==> src/rtl/video_compositor.sv <==
// video_compositor: pipelined base-image select plus NUM_LAYERS overlay stack.
// Configuration (base mode, layer enables) is latched on new_frame_in so a
// frame never mixes two configurations. Sync/position are delayed to match.
// Optional build macro: ALPHA_BLEND_EN makes layer 0 a 50 % translucent blend.
//
// Stream semantics: there is no valid/ready handshake and no backpressure.
// One pixel is accepted every cycle and one is produced every cycle,
// NUM_LAYERS+1 cycles later. active_in marks visible pixels; invisible
// pixels are driven out as 0.
module video_compositor #(
  parameter int NUM_LAYERS = 4,
  parameter int COLOR_W    = 8
) (
  input  logic                             clk_in,
  input  logic                             rst_in,
  input  logic [1:0]                       bg_sel_req_in,
  input  logic [NUM_LAYERS-1:0]            layer_en_req_in,
  input  logic                             new_frame_in,
  input  logic [3*COLOR_W-1:0]             camera_pixel_in,
  input  logic [COLOR_W-1:0]               camera_y_in,
  input  logic [COLOR_W-1:0]               channel_in,
  input  logic                             thresholded_pixel_in,
  input  logic [NUM_LAYERS*3*COLOR_W-1:0]  layer_pixel_in,
  input  logic [NUM_LAYERS-1:0]            layer_valid_in,
  input  logic                             active_in,
  input  logic                             hsync_in,
  input  logic                             vsync_in,
  input  logic [10:0]                      hcount_in,
  input  logic [9:0]                       vcount_in,
  output logic [3*COLOR_W-1:0]             pixel_out,
  output logic                             active_out,
  output logic                             hsync_out,
  output logic                             vsync_out,
  output logic [10:0]                      hcount_out,
  output logic [9:0]                       vcount_out,
  output logic                             cfg_pending_out
);

  localparam int PW = 3 * COLOR_W;
  localparam int N  = NUM_LAYERS;
  // timing word: {active, hsync, vsync, hcount[10:0], vcount[9:0]}
  localparam int TW = 24;

  // Take the top COLOR_W bits of a byte (zero-extended when COLOR_W > 8).
  function automatic logic [COLOR_W-1:0] scale8(input logic [7:0] b);
    logic [COLOR_W+7:0] t;
    t = {b, {COLOR_W{1'b0}}};
    return t[COLOR_W+7 -: COLOR_W];
  endfunction

  localparam logic [PW-1:0] MARK_COLOR = {scale8(8'hFF), scale8(8'h77), scale8(8'hAA)};

`ifdef ALPHA_BLEND_EN
  // Per-channel 50 % mix; each half fits in COLOR_W-1 bits so no overflow.
  function automatic logic [PW-1:0] blend(input logic [PW-1:0] top,
                                          input logic [PW-1:0] below);
    logic [PW-1:0] r;
    r = '0;
    for (int c = 0; c < 3; c++) begin
      r[c*COLOR_W +: COLOR_W] = (top[c*COLOR_W +: COLOR_W] >> 1) +
                                (below[c*COLOR_W +: COLOR_W] >> 1);
    end
    return r;
  endfunction
`endif

  logic [1:0]    cfg_bg;
  logic [N-1:0]  cfg_en;
  logic [1:0]    eff_bg;
  logic [N-1:0]  eff_en;
  logic [PW-1:0] base_pix;
  logic [PW-1:0] pix_q     [0:N];
  logic [TW-1:0] tm_q      [0:N];
  logic [PW-1:0] stage_nxt [0:N-1];

  // The frame's first pixel sees the freshly requested configuration.
  assign eff_bg = new_frame_in ? bg_sel_req_in   : cfg_bg;
  assign eff_en = new_frame_in ? layer_en_req_in : cfg_en;

  // Latch configuration at frame start; flag requests that differ from it.
  always_ff @(posedge clk_in or posedge rst_in) begin
    if (rst_in) begin
      cfg_bg          <= 2'b00;
      cfg_en          <= '0;
      cfg_pending_out <= 1'b0;
    end else begin
      cfg_bg          <= eff_bg;
      cfg_en          <= eff_en;
      cfg_pending_out <= (bg_sel_req_in != eff_bg) | (layer_en_req_in != eff_en);
    end
  end

  // Base image selection for stage 0.
  always_comb begin
    base_pix = camera_pixel_in;
    case (eff_bg)
      2'b00:   base_pix = camera_pixel_in;
      2'b01:   base_pix = {channel_in, channel_in, channel_in};
      2'b10:   base_pix = thresholded_pixel_in ? {PW{1'b1}} : {PW{1'b0}};
      default: base_pix = thresholded_pixel_in ? MARK_COLOR
                                               : {camera_y_in, camera_y_in, camera_y_in};
    endcase
  end

  // Main pixel and timing pipe: stage 0 registers the base, stages 1..N the overlays.
  always_ff @(posedge clk_in or posedge rst_in) begin
    if (rst_in) begin
      for (int i = 0; i <= N; i++) begin
        pix_q[i] <= '0;
        tm_q[i]  <= '0;
      end
    end else begin
      pix_q[0] <= base_pix;
      tm_q[0]  <= {active_in, hsync_in, vsync_in, hcount_in, vcount_in};
      for (int i = 1; i <= N; i++) begin
        pix_q[i] <= stage_nxt[i-1];
        tm_q[i]  <= tm_q[i-1];
      end
    end
  end

  // Per-layer delay line carries {enabled&valid, colour} alongside its pixel,
  // so a configuration change never tears pixels already in flight.
  for (genvar k = 0; k < N; k++) begin : g_layer
    logic [PW:0]   dl [0:k];
    logic          sel;
    logic [PW-1:0] lpix;

    // Shift layer k's selection/colour k+1 cycles to meet stage k's pixel.
    always_ff @(posedge clk_in or posedge rst_in) begin
      if (rst_in) begin
        for (int i = 0; i <= k; i++) dl[i] <= '0;
      end else begin
        dl[0] <= {eff_en[k] & layer_valid_in[k], layer_pixel_in[k*PW +: PW]};
        for (int i = 1; i <= k; i++) dl[i] <= dl[i-1];
      end
    end

    assign {sel, lpix} = dl[k];

    if (k == 0) begin : g_bottom
`ifdef ALPHA_BLEND_EN
      assign stage_nxt[k] = sel ? blend(lpix, pix_q[k]) : pix_q[k];
`else
      assign stage_nxt[k] = sel ? lpix : pix_q[k];
`endif
    end else begin : g_upper
      assign stage_nxt[k] = sel ? lpix : pix_q[k];
    end
  end

  assign {active_out, hsync_out, vsync_out, hcount_out, vcount_out} = tm_q[N];
  assign pixel_out = active_out ? pix_q[N] : '0;

endmodule

==> config.mk <==
export PLATFORM = sky130hd
export DESIGN_NAME = video_compositor
export DESIGN_NICKNAME = d
export VERILOG_FILES = /design/src/rtl/video_compositor.sv
export SDC_FILE = /design/constraint.sdc
export NUM_CORES = 1
export LEC_CHECK = 0
export ABC_AREA = 1
export BUFFER_PORTS_ARGS = -buffer_cell sky130_fd_sc_hd__buf_2
export CAP_MARGIN = 40
export CELL_PAD_IN_SITES_DETAIL_PLACEMENT = 1
export CELL_PAD_IN_SITES_GLOBAL_PLACEMENT = 1
export CORE_AREA = 4 4 199 201
export DETAILED_ROUTE_END_ITERATION = 10
export DIE_AREA = 0 0 203 205
export PLACE_DENSITY_LB_ADDON = 0.15
export SLEW_MARGIN = 40
export SYNTH_ARGS = -nofsm -noshare
export SYNTH_HDL_FRONTEND = slang
export SYNTH_SLANG_ARGS = --single-unit
==> constraint.sdc <==
create_clock -name clk_in -period 25.7 [get_ports clk_in]
set_input_delay 2.57 -clock clk_in [delete_from_list [all_inputs] [get_ports clk_in]]
set_output_delay 2.57 -clock clk_in [all_outputs]
set_load 0.03 [all_outputs]
==> results of run 1 <==
[kinds of logic after synthesis]
| group | Yosys count | synth area share |
|---|---|---|
| AO/OA/AOI/OAI | 5 | 0.00201 |
| flip-flops | 497 | 0.835 |
| multiplexers | 96 | 0.0725 |
| buffers and inverters | 93 | 0.0353 |
| AND/OR/NAND/NOR | 149 | 0.0555 |
[power breakdown]
| group | internal [W] | switching (W) |
|---|---|---|
| registers | 0.000844 | 0.0000246 |
| logic | 0.0000435 | 0.0000597 |
| clock network | 0.000442 | 0.000291 |
[synthesized netlist by cell type]
| cell type | number | area, sq um |
|---|---|---|
| nand3_1 | 40 | 200 |
| clkbuf_1 | 2 | 7.51 |
| inv_1 | 44 | 165 |
| nand2_4 | 2 | 22.5 |
| nand4_1 | 24 | 150 |
| dfrtp_1 | 497 | 12400 |
| nand2_1 | 45 | 169 |
| and2_1 | 2 | 12.5 |
| or2_2 | 2 | 12.5 |
| o21a_1 | 2 | 15.0 |
| buf_8 | 1 | 15.0 |
| nand3b_1 | 2 | 15.0 |
| nor2_1 | 13 | 48.8 |
| nand3_2 | 14 | 140 |
| nand2_2 | 3 | 18.8 |
| a21oi_1 | 2 | 10.0 |
| inv_2 | 1 | 3.75 |
| mux2_2 | 96 | 1080 |
| nand3_4 | 1 | 17.5 |
| buf_6 | 8 | 90.1 |
| o21ai_0 | 1 | 5.00 |
| nand2_8 | 1 | 20.0 |
| buf_2 | 13 | 65.1 |
| buf_4 | 24 | 180 |
[worst min-delay path by stage]
stage	startpoint	cells after the start	to
4_1_cts	g_layer[3].dl[34]	0	g_layer[3].dl[9]
2_1_floorplan	tm_q[47]	0	active_out
3_5_place_dp	g_layer[3].dl[81]	0	g_layer[3].dl[56]
5_1_grt	g_layer[1].dl[34]	0	g_layer[1].dl[9]
6_report	g_layer[1].dl[34]	0	g_layer[1].dl[9]
3_3_place_gp	tm_q[39]	0	hcount_out[5]
[routing by layer]
layer | share of wire | up-vias
met5 | 0 | -
li1 | - | 3166
met2 | 0.48 | 174
met1 | 0.45 | 3612
met3 | 0.050 | 45
met4 | 0.019 | 0
[per-stage QoR]
| stage | std cells | hold WS, ps | worst slack, ps | cell area (sq um) |
|---|---|---|---|---|
| floorplan | 840 | 331 | 9260 | 14900 |
| global placement | 1530 | 331 | 20730 | 16400 |
| detailed placement | 1531 | 336 | 21370 | 16400 |
| CTS | 1625 | 342 | 21260 | 18100 |
| global route | 1625 | 346 | 21200 | 18100 |
| finish | 1625 | 341 | 21370 | 18100 |
[critical path, delay by kind of cell (launching register included)]
| family | cells | cell delay [ps] |
|---|---|---|
| flops | 1 | 750 |
| buf+inv | 2 | 270 |
| simple gates | 1 | 140 |
[area by class of cell]
class                   count  share of cell area
clock buffers              74              0.0817
clock inverters            20              0.0137
inverters                  45             0.00973
multi-input cells         250               0.107
flip-flops and latches    497               0.686
well taps                 511              0.0353
repair buffers            228              0.0663
[flip-flops by register name (all words and copies together), names as in the netlist, 2 cells and up]
name and count:
vcount_out 10, hcount_out 11, cfg_bg 2, g_layer.dl 250
pix_q 120, cfg_en 4, tm_q 96
==> out/metrics.cfg, run 1 <==
[global_route]
grtUsageTotal=0.146
grt_use_met3=0.0359
antenna_found_initial=0
grt_pass1_vias=7990
busiest_layer=met2
grt_max_degree=100
grt_pass1_wl_microns=46100
grt_use_met1=0.209
grt_use_met2=0.228
grt-ovfl-total=0

[floorplanning]
fp.coreArea_sq_um=37600
dieWidth_microns=203
ios=223
die_y_microns=205
start_util=0.397
core.rowCount=71
dieArea_sq_um=41600

[worst_setup_path]
crit_path_cell_trace=nand2_1 > inv_1 > buf_2
setup.worst_path.start=active_out
path_class=reg2out
cp_slowest_stage_delay_ps=750
reg2reg_from=cfg_bg[1]
cp_max_fo=25
start_kind=flip-flop
cp_slowest_cell=dfrtp_2
reg2reg_depth=5
worstPathArrival_ps=1760
critPathRequiredTime_ps=23130
r2r-end=pix_q[101]
critPathCaptureType=output pin
critPathCapture=pixel_out[20]
regToRegSetupSlack_ps=24080

[detailed_routing]
final_antenna_net_count=0
routed_wl_microns=29000
viasPerCell=4.31
vias=6997
drc=0
routedWlPerCell_microns=17.9
firstDrtPassIters=4
drt_iter0_markers=312

[clocking]
cts_hold_buf=0
clk_pin_slew_worst_paths_ps=60
cts_tree=done
cts_buffer_depth=3
cts_setup_buffers=0
cts.sinks=497
cts_inserted_buffers=50
htree_levels=2
clk_latency_ps=570
cts_resized=0
cts-root-buf=clkbuf_16

[layout]
antenna_cells=0
multiInputGateArea_sq_um=1940
syn_to_final_growth_pct=21.7
final_cell_mix=493 x dfrtp_1, 222 x buf_2, 96 x mux2_2, 50 x clkbuf_16, 45 x nand2_1
fillers=3649
drive_gt1_frac=0.392
final_common_cell=dfrtp_1
nets=1246
utilization=0.482
ff_latch_area_sq_um=12400

[timing]
hold_viol=0
max_freq_mhz=231
period_share=0.169
final.setup.tns_ps=0
fin_crit_ps=4330
tightest_slew_ps=805
setup_violations=0
slew_viol_final=0
rsz0062_at_grt=no
relSlewSlack=0.464
clock_skew_ps=24.2

[synthesis]
synthCells=840
synth_warnings=0
seq_area_frac_synth=0.835
avgSynthCellArea_sq_um=17.7
ys_types=24
synth_nets=1014
ys_ff_latch=497
synthesis.area_sq_um=14900

[power]
ir_drop_mv=0.0444
p_per_area_nw_per_um2=94.0
cellLeakagePower_nw=8.69
finalPower_w=0.00170

[run]
max_cap_viol_count=0

[run_status]
status=finished clean

[placed_design]
routabilityCongestion=0.693
port_buffers=222
place_hpwl_microns=19200

[min_path]
hp-class=reg2reg

Note: power is estimated with default switching activity, not from simulation.
==> run 2, diff against run 1 <==
--- a/config.mk
+++ b/config.mk
@@ -5,14 +5,14 @@
 export SDC_FILE = /design/constraint.sdc
 export NUM_CORES = 1
 export LEC_CHECK = 0
-export ABC_AREA = 1
+export ABC_AREA = 0
 export BUFFER_PORTS_ARGS = -buffer_cell sky130_fd_sc_hd__buf_2
 export CAP_MARGIN = 40
 export CELL_PAD_IN_SITES_DETAIL_PLACEMENT = 1
 export CELL_PAD_IN_SITES_GLOBAL_PLACEMENT = 1
-export CORE_AREA = 4 4 199 201
+export CORE_AREA = 4 4 197 199
 export DETAILED_ROUTE_END_ITERATION = 10
-export DIE_AREA = 0 0 203 205
+export DIE_AREA = 0 0 201 203
 export PLACE_DENSITY_LB_ADDON = 0.15
 export SLEW_MARGIN = 40
 export SYNTH_ARGS = -nofsm -noshare
==> constraint.sdc (replaced) <==
create_clock -name clk_in -period 4.5 [get_ports clk_in]
set_input_delay 0.45 -clock clk_in [delete_from_list [all_inputs] [get_ports clk_in]]
set_output_delay 0.45 -clock clk_in [all_outputs]
set_load 0.03 [all_outputs]
==> run 2 against run 1 <==
Net effect:
- critical endpoint is now pixel_out[12]
- design area is 5.6% higher
- critical path type unchanged
- global-route usage is 0.70 points higher
- non-clock buffer count is 125 higher
- area after synthesis is 1.1% lower
- sequential share of layout area is 3.7 points lower
- setup slack worse by 19000 ps
- first-iteration DRC count is 26% lower
- largest cell class unchanged
==> out/metrics.cfg, run 2 <==
[layout]
top_register=g_layer.dl
top_regs=g_layer.dl x250, pix_q x120, tm_q x96
antenna_cells=0  ; unchanged
utilization=0.515  ; +0.0321
final_cell_mix=493 x dfrtp_1, 222 x buf_2, 121 x dlygate4sd3_1, 100 x mux2_2, 51 x clkbuf_16
largest_register_ffs=250  ; unchanged
fillers=3503  ; -4.0%
nets=1287  ; +3.3%
multiInputGateArea_sq_um=1990  ; +2.8%
syn_to_final_growth_pct=29.9
final_common_cell=dfrtp_1
finalInstanceArea_sq_um=19200  ; +5.6%
drive_gt1_frac=0.366  ; -0.0260
instances_no_fill=1629  ; +0.25%
ff_latch_area_sq_um=12400  ; unchanged

[detailed_routing]
drt-met1-wl_microns=13000  ; -0.93%
final_antenna_net_count=0  ; unchanged
drt_iter0_markers=230  ; -26%
firstDrtPassIters=4  ; unchanged
drc=0  ; unchanged
viasPerCell=4.39  ; +1.9%
routed_wl_microns=29600  ; +1.9%
routedWlPerCell_microns=18.2  ; +1.6%
route.met3.wl_microns=1160  ; -20%
met2_length_microns=14800  ; +6.3%
vias=7148  ; +2.2%
top_layer=met4

[synthesis]
ys_ff_latch=497  ; unchanged
synth_nets=924  ; -8.9%
synth_common_cells=497 x dfrtp_1, 100 x mux2_2, 36 x mux2i_1
synthArstFlopShare=1.00  ; unchanged
avgSynthCellArea_sq_um=19.7  ; +11%
ys_top_cells_by_area=dfrtp_1 84%, mux2_2 7.6%, mux2i_1 2.4%
yosysMostFrequentCell=dfrtp_1
synth_warnings=0  ; unchanged
ys_types=24  ; unchanged
seq_area_frac_synth=0.844  ; +0.00914
ys.flop_type=dfrtp_1
yosys.area.top_type=dfrtp_1
synthesis.area_sq_um=14700  ; -1.1%
synth_edf_count=0  ; unchanged
synth_top_area_frac=0.844  ; +0.00914
synthCells=750  ; -11%

[run_status]
status=finished clean

[global_route]
grtUsageTotal=0.153  ; +0.00703
grt_pass1_wl_microns=48400  ; +5.0%
grt_pass1_vias=8449  ; +5.7%
antenna_found_initial=0  ; unchanged
grt_max_degree=156  ; +56%
grt-ovfl-total=0  ; unchanged

[worst_setup_path]
critPathRequiredTime_ps=4050  ; -19080 ps
setup.worst_path.start=active_out
worstPathArrival_ps=1660  ; -100 ps
reg2reg_from=cfg_bg[0]
regToRegSetupSlack_ps=2700  ; -21380 ps
path_class=reg2out
start_kind=flip-flop
critPathCapture=pixel_out[12]
r2r-end=pix_q[101]
reg2reg_depth=4  ; -1
critPathCaptureType=output pin
cp_max_fo=25  ; unchanged

[clocking]
cts_setup_buffers=0  ; unchanged
clk_pin_slew_worst_paths_ps=60  ; about the same
cts_tree=done
cts.sinks=497  ; unchanged
clk_latency_ps=580  ; about the same
htree_levels=2  ; unchanged
cts-root-buf=clkbuf_16
cts_buffer_depth=3  ; unchanged
cts_inserted_buffers=51  ; +2.0%

[placed_design]
post-place-cells=1412  ; -7.8%
placed_cell_area_sq_um=16300  ; -0.60%
port_buffers=222  ; unchanged
routabilityCongestion=0.746  ; +7.8%
place_hpwl_microns=18500  ; -3.7%

[floorplanning]
start_util=0.396  ; -0.000550
core.rowCount=71  ; unchanged
dieArea_sq_um=40800  ; -2.0%
die_y_microns=203  ; -0.98%
ios=223  ; unchanged
fp.coreArea_sq_um=37200  ; -0.95%
dieWidth_microns=201  ; -0.99%

[timing]
slew_viol_final=0  ; unchanged
rsz0062_at_grt=no
setup_violations=0  ; unchanged
clock_skew_ps=13.4  ; -10.8 ps
relSlewSlack=0.514  ; +0.0507
hold_viol=0  ; unchanged
period_share=0.470
fin_crit_ps=2110
tightest_slew_ps=729  ; -76.0 ps
max_freq_mhz=473

[min_path]
hp-class=in2reg
holdCritStartpoint=layer_valid_in[1]

[power]
p_per_area_nw_per_um2=504  ; +440%
cellLeakagePower_nw=8.81  ; +1.4%
finalPower_w=0.00965  ; +470%
ir_drop_mv=0.279  ; +530%

[run]
max_cap_viol_count=0  ; unchanged

## run 2: cell types whose count changed in the layout (fill, tap and decap cells not counted), sizes merged, moves of 6 or more
cell	before	now
inv	46	5
nand4	24	0
clkbuf	75	82
a32oi	0	6
dlygate4sd3	0	121
and2	2	28
clkinv	13	7
nand3	55	0
a21oi	2	9
nor2	13	0
mux2i	0	38
nand2	51	12
## run 2: metal layers
| layer | vias to the layer above | global-route usage |
|---|---|---|
| met5 | - | 0 |
| met4 | 0 | 0.0489 |
| met3 | 44 | 0.0324 |
| met2 | 177 | 0.250 |
| met1 | 3757 | 0.209 |
| li1 | 3170 | - |
## run 2: cell type report
class	count	area share
flip-flops and latches	497	0.650
clock buffers	82	0.0790
multi-input cells	207	0.104
well taps	474	0.0310
repair buffers	353	0.130
clock inverters	13	0.00555
inverters	3	0.000915
## run 2: power by group
part | switching [W] | leakage (nW) | internal, W | total, W
registers | 0.000145 | 5.78 | 0.00482 | 0.00497
logic | 0.000346 | 2.24 | 0.000349 | 0.000695
clock network | 0.00163 | 0.793 | 0.00236 | 0.00399
## run 2: worst min path at each step
stage / to / cells after the start
global route: g_layer[1].dl[49] / 2
floorplan: active_out / 0
global placement: tm_q[45] / 0
CTS: g_layer[1].dl[49] / 2
finish: g_layer[1].dl[49] / 2
detailed placement: g_layer[2].dl[21] / 0
## run 2: cells by family (layout without fill, tap and decap cells)
kind of cell	count (synthesis)	in the layout	share of synthesized area
mux	138	138	0.104
buf+inv	46	451	0.0211
flops	497	497	0.844
simple gates	47	47	0.0184
compound gates	16	16	0.00934
xor+xnor	6	6	0.00357
## run 2: what timing repair did
action                    CTS  global route
hold endpoints to repair  140             0
hold buffers              121             0
gates resized for setup     0             0
## run 2: worst max-delay path, stage by stage, from the launching register on
cell	delay [ps]
dfrtp_2	660
and2_1	210
buf_2	200
## run 2: stage by stage
stage / hold slack (ps) / setup slack, ps / TNS, ps
floorplan: 331 / -2690 / -1338180
global placement: 331 / 1940 / 0
detailed placement: 336 / 2350 / 0
CTS: 42.6 / 2290 / 0
global route: 58.5 / 2260 / 0
finish: 88.3 / 2390 / 0
